<file path="src/rtl/cdb_arbiter_pkg.sv">
// Shared Tomasulo types for the CDB arbiter: broadcast slot record and default sizes.
package tomasula_types;

    localparam int NUM_CDB_REQ   = 5;
    localparam int NUM_CDB_PORTS = 2;
    localparam int ROB_TAG_W     = 3;
    localparam int CDB_DATA_W    = 32;
    localparam int STALL_CNT_W   = 16;

    typedef struct packed {
        logic                  valid;
        logic [ROB_TAG_W-1:0]  tag;
        logic [CDB_DATA_W-1:0] data;
    } cdb_slot_t;

endpackage

</file>
<file path="src/rtl/cdb_arbiter_if.sv">
// Requester/CDB bundle of the arbiter. stall_cnt exists only with CDB_ARB_STALL_CNT_EN defined.
interface cdb_arbiter_if
    import tomasula_types::*;
#(
    parameter int NUM_REQ   = NUM_CDB_REQ,
    parameter int NUM_PORTS = NUM_CDB_PORTS,
    parameter int TAG_W     = ROB_TAG_W,
    parameter int DATA_W    = CDB_DATA_W
) ();

    logic [NUM_REQ-1:0]                req_valid;
    logic [NUM_REQ-1:0][TAG_W-1:0]     req_tag;
    logic [NUM_REQ-1:0][DATA_W-1:0]    req_data;
    logic [NUM_REQ-1:0]                req_ready;
    logic                              flush;
    logic [NUM_PORTS-1:0]              cdb_valid;
    logic [NUM_PORTS-1:0][TAG_W-1:0]   cdb_tag;
    logic [NUM_PORTS-1:0][DATA_W-1:0]  cdb_data;
    logic [2**TAG_W-1:0]               rob_set_valid;
`ifdef CDB_ARB_STALL_CNT_EN
    logic [NUM_REQ-1:0][STALL_CNT_W-1:0] stall_cnt;
`endif

    modport master (
        output req_valid, req_tag, req_data, flush,
        input  req_ready, cdb_valid, cdb_tag, cdb_data, rob_set_valid
`ifdef CDB_ARB_STALL_CNT_EN
        , input stall_cnt
`endif
    );

    modport slave (
        input  req_valid, req_tag, req_data, flush,
        output req_ready, cdb_valid, cdb_tag, cdb_data, rob_set_valid
`ifdef CDB_ARB_STALL_CNT_EN
        , output stall_cnt
`endif
    );

endinterface

</file>
<file path="src/rtl/cdb_arbiter_rr_pick.sv">
// Combinational circular priority picker: first set bit of valid at or after index start.
module rr_pick #(
    parameter int N     = 5,
    parameter int IDX_W = (N > 1) ? $clog2(N) : 1
) (
    input  logic [N-1:0]     valid,
    input  logic [IDX_W-1:0] start,
    output logic             found,
    output logic [IDX_W-1:0] idx
);

    always_comb begin
        int j;
        // NOTE: every output gets a default before the loop so no path leaves it unassigned (no latch).
        found = 1'b0;
        idx   = '0;
        for (int k = 0; k < N; k++) begin
            j = int'(start) + k;
            if (j >= N) j = j - N;
            if (!found && valid[j]) begin
                found = 1'b1;
                idx   = IDX_W'(j);
            end
        end
    end

endmodule

</file>
<file path="src/rtl/cdb_arbiter.sv">
// CDB arbiter: round-robin grant of up to NUM_PORTS finished results per cycle onto registered
// broadcast slots. Optional per-requester stall counters with CDB_ARB_STALL_CNT_EN defined.
module cdb_arbiter
    import tomasula_types::*;
#(
    parameter int NUM_REQ   = NUM_CDB_REQ,
    parameter int NUM_PORTS = NUM_CDB_PORTS,
    parameter int TAG_W     = ROB_TAG_W,
    parameter int DATA_W    = CDB_DATA_W
) (
    input logic          clk,
    input logic          rst,
    cdb_arbiter_if.slave bus
);

    localparam int IDX_W = (NUM_REQ > 1) ? $clog2(NUM_REQ) : 1;

    logic [IDX_W-1:0]   rr_ptr;
    logic [NUM_REQ-1:0] cand;
    logic [NUM_PORTS-1:0] found;
    logic [IDX_W-1:0]   pick_idx [NUM_PORTS];
    logic               any_grant;
    logic [IDX_W-1:0]   last_idx;
    logic [IDX_W-1:0]   next_ptr;
    logic               dup_tag;

    // Reset and flush both suppress every grant in the current cycle.
    assign cand = (rst || bus.flush) ? '0 : bus.req_valid;

    for (genvar p = 0; p < NUM_PORTS; p++) begin : g_pick
        logic [NUM_REQ-1:0] avail;
        logic [NUM_REQ-1:0] remain;

        if (p == 0) begin : g_first
            assign avail = cand;
        end else begin : g_next
            assign avail = g_pick[p-1].remain;
        end

        rr_pick #(.N(NUM_REQ), .IDX_W(IDX_W)) u_pick (
            .valid (avail),
            .start (rr_ptr),
            .found (found[p]),
            .idx   (pick_idx[p])
        );

        assign remain = found[p] ? (avail & ~(NUM_REQ'(1) << pick_idx[p])) : avail;
    end

    assign bus.req_ready = cand & ~g_pick[NUM_PORTS-1].remain;

    always_comb begin
        any_grant = found[0];
        last_idx  = rr_ptr;
        for (int p = 0; p < NUM_PORTS; p++) begin
            if (found[p]) last_idx = pick_idx[p];
        end
        next_ptr = (last_idx == IDX_W'(NUM_REQ - 1)) ? '0 : last_idx + IDX_W'(1);
    end

    // NOTE: sequential state uses non-blocking assignments so every flop samples pre-edge values.
    always_ff @(posedge clk) begin
        if (rst) begin
            rr_ptr        <= '0;
            bus.cdb_valid <= '0;
            bus.cdb_tag   <= '0;
            bus.cdb_data  <= '0;
        end else begin
            for (int p = 0; p < NUM_PORTS; p++) begin
                bus.cdb_valid[p] <= found[p];
                bus.cdb_tag[p]   <= found[p] ? bus.req_tag[pick_idx[p]]  : '0;
                bus.cdb_data[p]  <= found[p] ? bus.req_data[pick_idx[p]] : '0;
            end
            if (any_grant) rr_ptr <= next_ptr;
        end
    end

    always_comb begin
        bus.rob_set_valid = '0;
        for (int p = 0; p < NUM_PORTS; p++) begin
            if (bus.cdb_valid[p]) bus.rob_set_valid[bus.cdb_tag[p]] = 1'b1;
        end
    end

    // Two live slots naming the same ROB entry means a requester protocol violation upstream.
    always_comb begin
        dup_tag = 1'b0;
        for (int a = 0; a < NUM_PORTS; a++) begin
            for (int b = a + 1; b < NUM_PORTS; b++) begin
                if (bus.cdb_valid[a] && bus.cdb_valid[b] && bus.cdb_tag[a] == bus.cdb_tag[b])
                    dup_tag = 1'b1;
            end
        end
    end

    a_no_dup_tag: assert property (@(posedge clk) disable iff (rst) !dup_tag);

`ifdef CDB_ARB_STALL_CNT_EN
    always_ff @(posedge clk) begin
        for (int i = 0; i < NUM_REQ; i++) begin
            if (rst) begin
                bus.stall_cnt[i] <= '0;
            end else if (bus.req_valid[i] && !bus.req_ready[i] && bus.stall_cnt[i] != '1) begin
                bus.stall_cnt[i] <= bus.stall_cnt[i] + STALL_CNT_W'(1);
            end
        end
    end
`endif

endmodule

</file>
<file path="src/flat_wrapper.sv">
// flat-port wrapper written by rule: the top's interface ports become plain ports
module cdb_arbiter_flat import tomasula_types::*;
#(
    parameter int NUM_REQ   = NUM_CDB_REQ,
    parameter int NUM_PORTS = NUM_CDB_PORTS,
    parameter int TAG_W     = ROB_TAG_W,
    parameter int DATA_W    = CDB_DATA_W
)
  (clk, rst, bus_req_valid, bus_req_tag, bus_req_data, bus_flush, bus_req_ready, bus_cdb_valid, bus_cdb_tag, bus_cdb_data, bus_rob_set_valid);
  cdb_arbiter_if #(.NUM_REQ(NUM_REQ), .NUM_PORTS(NUM_PORTS), .TAG_W(TAG_W), .DATA_W(DATA_W)) bus_i ();
  input logic clk;
  input logic rst;
  input wire logic [$bits(bus_i.req_valid)-1:0] bus_req_valid;
  input wire logic [$bits(bus_i.req_tag)-1:0] bus_req_tag;
  input wire logic [$bits(bus_i.req_data)-1:0] bus_req_data;
  input wire logic [$bits(bus_i.flush)-1:0] bus_flush;
  output wire logic [$bits(bus_i.req_ready)-1:0] bus_req_ready;
  output wire logic [$bits(bus_i.cdb_valid)-1:0] bus_cdb_valid;
  output wire logic [$bits(bus_i.cdb_tag)-1:0] bus_cdb_tag;
  output wire logic [$bits(bus_i.cdb_data)-1:0] bus_cdb_data;
  output wire logic [$bits(bus_i.rob_set_valid)-1:0] bus_rob_set_valid;
  assign bus_i.req_valid = bus_req_valid;
  assign bus_i.req_tag = bus_req_tag;
  assign bus_i.req_data = bus_req_data;
  assign bus_i.flush = bus_flush;
  assign bus_req_ready = bus_i.req_ready;
  assign bus_cdb_valid = bus_i.cdb_valid;
  assign bus_cdb_tag = bus_i.cdb_tag;
  assign bus_cdb_data = bus_i.cdb_data;
  assign bus_rob_set_valid = bus_i.rob_set_valid;
  cdb_arbiter #(.NUM_REQ(NUM_REQ), .NUM_PORTS(NUM_PORTS), .TAG_W(TAG_W), .DATA_W(DATA_W)) u_core (.clk(clk), .rst(rst), .bus(bus_i));
endmodule
</file>
<file path="config.mk">
export PLATFORM = sky130hd
export DESIGN_NAME = cdb_arbiter_flat
export DESIGN_NICKNAME = d
export VERILOG_FILES = /design/src/rtl/cdb_arbiter_pkg.sv /design/src/rtl/cdb_arbiter_if.sv /design/src/rtl/cdb_arbiter_rr_pick.sv /design/src/rtl/cdb_arbiter.sv /design/src/flat_wrapper.sv
export SDC_FILE = /design/constraint.sdc
export NUM_CORES = 1
export LEC_CHECK = 0
export BUFFER_PORTS_ARGS = -buffer_cell sky130_fd_sc_hd__buf_2
export CORE_MARGIN = 2
export CORE_UTILIZATION = 55
export DETAILED_ROUTE_END_ITERATION = 10
export PLACE_DENSITY_LB_ADDON = 0.08
export RECOVER_POWER = 50
export SYNTH_ARGS = -nofsm -noshare
export SYNTH_HDL_FRONTEND = slang
export SYNTH_HIERARCHICAL = 1
export SYNTH_SLANG_ARGS = --single-unit
</file>
<file path="constraint.sdc">
create_clock -name clk -period 15.1 [get_ports clk]
set_input_delay 2.265 -clock clk [delete_from_list [all_inputs] [get_ports clk]]
set_output_delay 2.265 -clock clk [all_outputs]
set_load 0.02 [all_outputs]
</file>
==> results of run 1 <==
worst max path at each step:
stage | start | to | slack, ps | cells after the start
2_1_floorplan | rst | bus_req_ready[2] | 5330 | 27
5_1_grt | rst | bus_req_ready[3] | 3700 | 24
6_report | rst | bus_req_ready[3] | 4220 | 24
3_3_place_gp | rst | bus_req_ready[3] | 4490 | 24
4_1_cts | rst | bus_req_ready[3] | 4400 | 24
3_5_place_dp | rst | bus_req_ready[3] | 4420 | 24
cell type report:
| cell class | instances | share of cell area |
|---|---|---|
| diodes | 1 | 0.000285 |
| clock buffers | 10 | 0.0272 |
| clock inverters | 4 | 0.00585 |
| inverters | 27 | 0.0115 |
| multi-input cells | 638 | 0.610 |
| flip-flops and latches | 75 | 0.171 |
| well taps | 172 | 0.0245 |
| repair buffers | 277 | 0.149 |
cell families after synthesis:
logic type,after synthesis,synth area share
AO/OA/AOI/OAI,269,0.295
XOR/XNOR,8,0.0138
adder cells (fa/ha/maj),24,0.0413
buffers and inverters,92,0.0648
flip-flops,75,0.207
multiplexers,160,0.237
AND/OR/NAND/NOR,177,0.142
cells in the mapped netlist, drive strengths merged (24+ instances only):
cell	count
nand2	41
ha	24
mux2i	117
buf	52
o22ai	43
a21o	42
a32oi	37
o21ai	67
dfxtp	75
nor2	31
mux2	37
inv	27
report_power, final:
group / switching (uW) / internal [uW] / total [uW]
Sequential: 21.6 / 264 / 285
Clock: 91.8 / 131 / 223
Combinational: 1180 / 847 / 2030
registers in the layout, indices dropped and copies added (netlist names):
signal                cells
u_core/bus.cdb_valid      2
u_core/bus.cdb_tag        6
u_core/rr_ptr             3
u_core/bus.cdb_data      64
tightest hold or removal path, stage by stage (launching register included):
cell	delay, ps
dfxtp_1	410
nor2_1	140
a311oi_1	50
per-layer routing:
layer,GRT usage,vias to the layer above,wire length [um]
met5,0,-,0
met4,0.129,0,816
met3,0.0704,69,2020
li1,-,3527,-
met1,0.399,3501,9500
met2,0.573,434,11700
per-stage QoR:
stage                      util  cells  total power [uW]
after floorplan               -    805              1910
after global placement    0.672   1189              2280
after detailed placement  0.672   1189              2290
after CTS                 0.695   1203              2520
after global routing      0.687   1204              2700
final                     0.687   1204              2530
==> results.yml, run 1 <==
route:
  drtIter0Drc: 758
  via_per_inst: 6.25
  ant_nets: 0
  drt-total-wl_mm: 24.0
  drc: 0
  drt_pass1_iterations: 5
  wire_per_inst_um: 19.9
  route.vias.total: 7531
worst_hold_path:
  hold_path_depth: 2
  holdPathEnd: "u_core/rr_ptr[2]"
  hold_path_startpoint: "u_core/rr_ptr[2]"
  hold_path.class: "register to register"
run:
  max_cap_viol_count: 0
logic_synthesis:
  syn_area_mm2: 0.00727
  syn_nets: 1012
  synth_cell_types: 67
  yosys.area.top_type: "dfxtp_1"
  avgSynthCellArea_um2: 9.03
  async_flop_share: 0
  yosysSeqAreaShare: 0.207
  netlist_instances: 805
  synth-warning-count: 6
  synth-edff-count: 0
  synth_flop_cell: "dfxtp_1"
  synth_top_cells_by_area: "dfxtp_1, mux2i_1, mux2_2"
  synth_top_area_frac: 0.207
  synth-seq-cells: 75
setup_path:
  cp.required_ps: 12840
  path_delay_family: "simple AND/OR/NAND/NOR gates"
  start_kind: "primary input"
  cp_max_fo: 11
  timing.rr.end: "u_core/bus.cdb_data[58]"
  r2r_slack_ps: 7090
  critPathBufInv: 5
  end_kind: "primary output"
  crit_slowest_cell: "o22ai_1"
  path_cells: "buf_2 > nor2_1 > nand2_1 > inv_1 > mux4_2 > and2_4 > nor2_1 > inv_1 > nor4_4 > o211ai_1 > o22ai_1 > nand3_1 > nor2b_1 > mux4_2 > and2_4 > nor2_1 > inv_1 > nor4_4 > o211ai_1 > o221ai_1 > nor2b_1 > nand3_1 > a21oi_1 > buf_2"
  worst_ep_arrival_time_ps: 8620
  cp_slowest_stage_delay_ps: 760
  r2r-start: "u_core/rr_ptr[1]"
  criticalPathCategory: "primary input to primary output"
  ff2ff_path_depth: 22
final_layout:
  multi_input_area_mm2: 0.00535
  final_area_mm2: 0.00877
  final_common_cell: "buf_2"
  regArea_mm2: 0.00150
  nNetsFinal: 1235
  layout_common_cells: "buf_2, mux2i_1, clkbuf_1"
  nFillCells: 1132
  drive_above_1_share: 0.306
  syn2layout_area_growth_pct: 20.8
place:
  dp_hpwl_mm: 17.0
  place_ws_ps: 4420
  place_congestion: 0.943
  placedInstanceArea_mm2: 0.00858
  io_buffers: 267
pwr:
  p_leak_uw: 0.00387
  pwr_density_cell_mw_per_mm2: 289
  peakVddDrop_mv: 0.236
global_routing:
  grt-ovfl-total: 0
  grt_max_degree: 73
  track_usage: 0.331
  grt_pass1_wl_mm: 38.0
  antenna_found_initial: 1
  grt_pass1_vias: 7397
sta:
  fin_crit_sh: 0.721
  fin_tns_setup_ps: 0
  hold_ws_ps: 656
  fin_crit_ps: 10880
  setup_viol: 0
  relSlewSlack: 0.178
  fin_ws_ps: 4220
  finalMaxSlewViolations: 0
  rsz0062_at_grt: "no"
  max_slew.worst_pin.slew_ps: 1230
  hold_viol: 0
  finClkSkew_ps: 5.09
  fmax_mhz: 91.9
run_status:
  status: "complete, no violations"
clocking:
  clock_tree.root_cell: "clkbuf_16"
  clk_path_buf_depth: 2
  insertion_delay_ps: 350
  cts_made_buffers: 9
  clkTransAtPathRegs_ps: 60
  cts.repair.resized: 0
  cts_hold_buf: 0
  ctsHtreeMaxLevel: 3
  cts_setup_buffers: 0
  cts_tree: "done"
  cts.sinks: 75
floorplanning:
  start_util: 0.569
  coreArea_mm2: 0.0128
  rows: 41
  dieArea_mm2: 0.0141
  dieWidth_um: 119
  die_h_um: 119
  io_pins: 268
No activity file was read; power rests on OpenSTA's default activity.
==> inputs of run 2 (changes only) <==
- CORE_UTILIZATION: 55 -> 51
- clock period: 15.1 -> 10.2 ns (I/O delays scaled with it)
==> run 2 against run 1 <==
Effect of this change:
- routed wire length up 0.50%
- worst setup slack worse by 3300 ps
- sequential cell count did not move
- critical endpoint is now bus_req_ready[4]
- count of clock-buffer cells in the layout did not move
- utilization is 5.2 points lower
- clock skew up 1.9 ps
- non-clock buffer count grew 2
- global-route usage shrank 2.9 points
- clock power is 47% higher
- critical path type unchanged
- via count hardly changed
- total power increased by 47%
==> results.yml, run 2 (synthesis results as in run 1) <==
floorplanning:
  rows: 43
  dieWidth_um: 123
  io_pins: 268
  coreArea_mm2: 0.0139
  die_h_um: 123
  dieArea_mm2: 0.0152
  start_util: 0.523
pwr:
  pwr_density_cell_mw_per_mm2: 424
  p_sw_frac: 0.511
  p_int_uw: 1830
  p_clk_frac: 0.088
  p_leak_uw: 0.00389
  peakVddDrop_mv: 0.416
  switching_power_uw: 1910
  p_comb_frac: 0.798
  p_seq_frac: 0.114
route:
  drtIter0Drc: 634
  via_per_inst: 6.19
  route.vias.total: 7524
  wire_per_inst_um: 19.8
  drc: 0
  drt-total-wl_mm: 24.1
  drt_pass1_iterations: 5
  ant_nets: 0
clocking:
  cts_hold_buf: 0
  clock_tree.root_cell: "clkbuf_16"
  insertion_delay_ps: 350
  clkTransAtPathRegs_ps: 60
  ctsHtreeMaxLevel: 3
  cts.sinks: 75
  cts_setup_buffers: 0
  cts.repair.resized: 0
  cts_tree: "done"
  clk_path_buf_depth: 2
  cts_made_buffers: 9
setup_path:
  worst_ep_arrival_time_ps: 7750
  end_kind: "primary output"
  start_kind: "primary input"
  criticalPathCategory: "primary input to primary output"
  cp.required_ps: 8670
  cp_max_fo: 25
sta:
  fin_tns_setup_ps: 0
  rsz0062_at_grt: "no"
  finClkSkew_ps: 7.02
  max_slew.worst_pin.slew_ps: 1110
  fmax_mhz: 108
  fin_crit_sh: 0.909
  relSlewSlack: 0.259
  setup_viol: 0
  finalMaxSlewViolations: 0
  hold_ws_ps: 748
  hold_viol: 0
  fin_crit_ps: 9280
global_routing:
  grt_max_degree: 74
  grt_pass1_vias: 7193
  track_usage: 0.302
  grt_pass1_wl_mm: 36.2
  antenna_found_initial: 0
  grt-ovfl-total: 0
run:
  max_cap_viol_count: 0
final_layout:
  top_regs: "u_core/bus.cdb_data (64), u_core/bus.cdb_tag (6), u_core/rr_ptr (3)"
  syn2layout_area_growth_pct: 21.3
  final_common_cell: "buf_2"
  drive_above_1_share: 0.309
  nNetsFinal: 1237
  largest_register_ffs: 64
  layout_common_cells: "buf_2, mux2i_1, clkbuf_1"
  top_register: "u_core/bus.cdb_data"
worst_hold_path:
  hold_path.class: "register to register"
place:
  io_buffers: 267
  dp_hpwl_mm: 17.4
  place_congestion: 0.963
run_status:
  status: "complete, no violations"
run 2: final cells by class:
cell class / instances / area (um^2)
Sequential cell: 75 / 1500
Tap cell: 180 / 225
Inverter: 27 / 101
Fill cell: 1221 / 5070
Multi-Input combinational cell: 638 / 5350
Timing Repair Buffer: 279 / 1330
Antenna cell: 1 / 2.50
Clock inverter: 6 / 65.1
Clock buffer: 10 / 239
run 2: metrics by stage:
stage	setup slack, ps	util	instance area [um^2]	power, uW	cells
2_1_floorplan	1900	-	7270	2820	805
3_3_place_gp	1120	0.620	8610	3370	1199
3_5_place_dp	1030	0.620	8610	3390	1199
4_1_cts	1000	0.642	8910	3730	1215
5_1_grt	324	0.635	8810	3980	1215
6_report	923	0.635	8810	3740	1216
run 2: final timing paths:
| check | startpoint | end | slack (ps) | cells past startpoint |
|---|---|---|---|---|
| max reg2reg | u_core/rr_ptr[0] | u_core/bus.cdb_tag[5] | 2460 | 21 |
| min reg2reg | u_core/rr_ptr[2] | u_core/rr_ptr[2] | 750 | 3 |
| min | u_core/rr_ptr[2] | u_core/rr_ptr[2] | 750 | 3 |
| max | rst | bus_req_ready[4] | 920 | 23 |
run 2: layer usage:
layer	vias to the layer above	wire, um	GRT usage
met5	-	0	0
li1	3516	-	-
met2	372	11600	0.511
met4	0	840	0.140
met1	3559	9610	0.358
met3	77	2030	0.0752
run 2: worst max-delay path: stages:
cell and delay (ps):
buf_2 250, nor2_1 160, nand2_1 130, inv_1 150, mux4_2 500, and2_4 150, nor2_1 130, inv_1 90
nor4_4 430, o211ai_1 240, o22ai_1 740, nor2_1 150, a21oi_1 570, mux4_2 360, mux2i_1 100, a221oi_4 430
nor3b_1 110, a221oi_1 440, o22ai_4 140, buf_4 280, nand4bb_1 280, a21oi_1 180, buf_2 200
run 2: power groups by stage:
stage / combinational [uW] / sequential, uW / clock, uW
after CTS: 2970 / 424 / 332
after detailed placement: 2960 / 429 / 0
after global placement: 2940 / 429 / 0
final: 2980 / 426 / 328
after floorplan: 2310 / 508 / 0
after global routing: 3200 / 432 / 342
==> inputs of run 3 (changes only) <==
- ABC_AREA: unset -> 1
- CORE_MARGIN: 2 -> unset
==> run 3 against run 2 <==
Effect of this change:
- fmax grew 4.9%
- utilization increased by 1.4 points
- count of clock-buffer cells in the layout shrank 1
- via count is 20% higher
- global-route usage rose by 5.4 points
- sequential cell count unchanged
- non-clock buffer count fell by 5
- routed wire length is 9.3% higher
- first-iteration DRC count grew 28%
- final cell count rose by 35%
- register-to-register slack improved by 760 ps
- critical path depth increased by 12
- critical endpoint is now bus_req_ready[1]
- largest cell class unchanged
==> results.yml, run 3 <==
run_status:
  status: "complete, no violations"
place:
  placedInstanceArea_mm2: 0.00845
  dp_hpwl_mm: 18.5
  io_buffers: 267
  place_congestion: 0.962
logic_synthesis:
  synth_top_area_frac: 0.211
  synth-warning-count: 6
  yosys.area_share.simple: 0.392
  yosysMostFrequentCell: "nand2_1"
  synth_compound_area_frac: 0.208
  netlist_instances: 1232
  synth_cell_types: 36
  synth_top_family_by_area: "simple AND/OR/NAND/NOR gates"
  synth-edff-count: 0
  synth-seq-cells: 75
  syn_area_mm2: 0.00712
  synthAdderAreaFrac: 0.0422
  yosysSeqAreaShare: 0.211
  syn_nets: 1439
  avgSynthCellArea_um2: 5.78
  synth_top_cells_by_area: "dfxtp_1, nand2_1, a21oi_1"
  synth_xor_area_frac: 0.0102
  muxShareOfSynthArea: 0
  yosys.area.top_type: "dfxtp_1"
  synth_flop_cell: "dfxtp_1"
  synth.top_cells.by_count: "nand2_1, inv_1, a21oi_1, nand3_1, nor2_1"
  async_flop_share: 0
clocking:
  cts_tree: "done"
  insertion_delay_ps: 340
  clk_path_buf_depth: 2
  ctsHtreeMaxLevel: 3
  cts_hold_buf: 0
  clock_tree.root_cell: "clkbuf_16"
  cts.repair.resized: 0
  cts_made_buffers: 9
  cts_setup_buffers: 0
  clkTransAtPathRegs_ps: 60
  cts.sinks: 75
setup_path:
  start_kind: "register"
  criticalPathCategory: "register to primary output"
  cp.required_ps: 8670
  cp_max_fo: 59
  worst_ep_arrival_time_ps: 7310
  cp_slowest_stage_delay_ps: 710
  crit_slowest_cell: "dfxtp_1"
  end_kind: "primary output"
sta:
  fin_tns_setup_ps: 0
  fin_crit_ps: 8840
  finalMaxSlewViolations: 0
  max_slew.worst_pin.slew_ps: 1100
  fmax_mhz: 113
  relSlewSlack: 0.262
  hold_viol: 0
  finClkSkew_ps: 8.74
  setup_viol: 0
  rsz0062_at_grt: "no"
  fin_crit_sh: 0.867
route:
  drt-total-wl_mm: 26.4
  via_per_inst: 5.51
  ant_nets: 0
  drc: 0
  drt_pass1_iterations: 5
  wire_per_inst_um: 16.1
  drtIter0Drc: 812
  route.vias.total: 9050
floorplanning:
  die_h_um: 120
  rows: 42
  dieArea_mm2: 0.0144
  dieWidth_um: 120
  start_util: 0.531
  io_pins: 268
  coreArea_mm2: 0.0134
final_layout:
  layout_common_cells: "nand2_1, buf_2, inv_1"
  drive_above_1_share: 0.196
  final_area_mm2: 0.00869
  nNetsFinal: 1668
  final_common_cell: "nand2_1"
  syn2layout_area_growth_pct: 22.1
  top_register: "u_core/bus.cdb_data"
  largest_register_ffs: 64
  top_regs: "u_core/bus.cdb_data (64), u_core/bus.cdb_tag (6), u_core/rr_ptr (3)"
global_routing:
  grt-ovfl-total: 0
  track_usage: 0.356
  grt_pass1_wl_mm: 40.7
  grt_pass1_vias: 8197
  antenna_found_initial: 3
  grt_max_degree: 72
run:
  max_cap_viol_count: 0
worst_hold_path:
  hold_path.class: "register to register"
## run 3: changes by cell type after synthesis, sizes merged, moves of 37 or more
cell	before	now
inv	27	183
nand3	9	133
mux2i	117	0
a21o	42	0
mux2	37	0
nor2	31	110
o22ai	43	3
nand2	41	344
a32oi	37	0
a21oi	18	153
## run 3: cell families (layout without fill, tap and decap cells)
family	count (synthesis)	after routing
AO/OA/AOI/OAI	272	272
XOR/XNOR	4	4
adder cells (fa/ha/maj)	24	24
buffers and inverters	240	473
flip-flops	75	75
other	0	1
AND/OR/NAND/NOR	617	617
## run 3: layer usage
metal,share of wire,track usage,vias to the layer above
li1,-,-,4439
met1,0.39,0.424,4046
met2,0.48,0.621,503
met3,0.10,0.0675,58
met4,0.026,0.148,4
met5,0.0013,0,-
## run 3: cell type report
type	instances	area, um^2
antenna	1	2.50
clock buffer	9	225
clock inverter	6	113
fill	1413	4710
inverter	184	691
multi-input combinational	917	4650
sequential	75	1500
tap	176	220
timing repair buffer	274	1290
## run 3: final timing paths
check              startpoint  depth (start not counted)  slack, ps                       to
max          u_core/rr_ptr[1]                         35       1360         bus_req_ready[1]
min          u_core/rr_ptr[2]                          3        740         u_core/rr_ptr[2]
max reg2reg  u_core/rr_ptr[1]                         35       3220  u_core/bus.cdb_data[48]
min reg2reg  u_core/rr_ptr[2]                          3        740         u_core/rr_ptr[2]
## run 3: stage by stage
step / hold WS (ps) / util / setup WS (ps) / instances
final: 738 / 0.649 / 1360 / 1642
after floorplan: 602 / - / 3540 / 1232
after detailed placement: 725 / 0.631 / 1720 / 1626
after global routing: 775 / 0.649 / 840 / 1642
after CTS: 735 / 0.656 / 1540 / 1641
after global placement: 726 / 0.631 / 1840 / 1626
## run 3: worst max-delay path, delay by kind of cell, from the launching register on
| kind | cells | cell delay (ps) |
|---|---|---|
| buffers and inverters | 9 | 2430 |
| DFF | 1 | 710 |
| and+or+nand+nor | 24 | 3120 |
| adders and majority gates | 1 | 400 |
| AOI/OAI and AO/OA | 1 | 190 |
Power of run 3 is left out: the tool's default activity adds up to more than one toggle a clock period on the data nets, which glitch-free logic cannot reach.
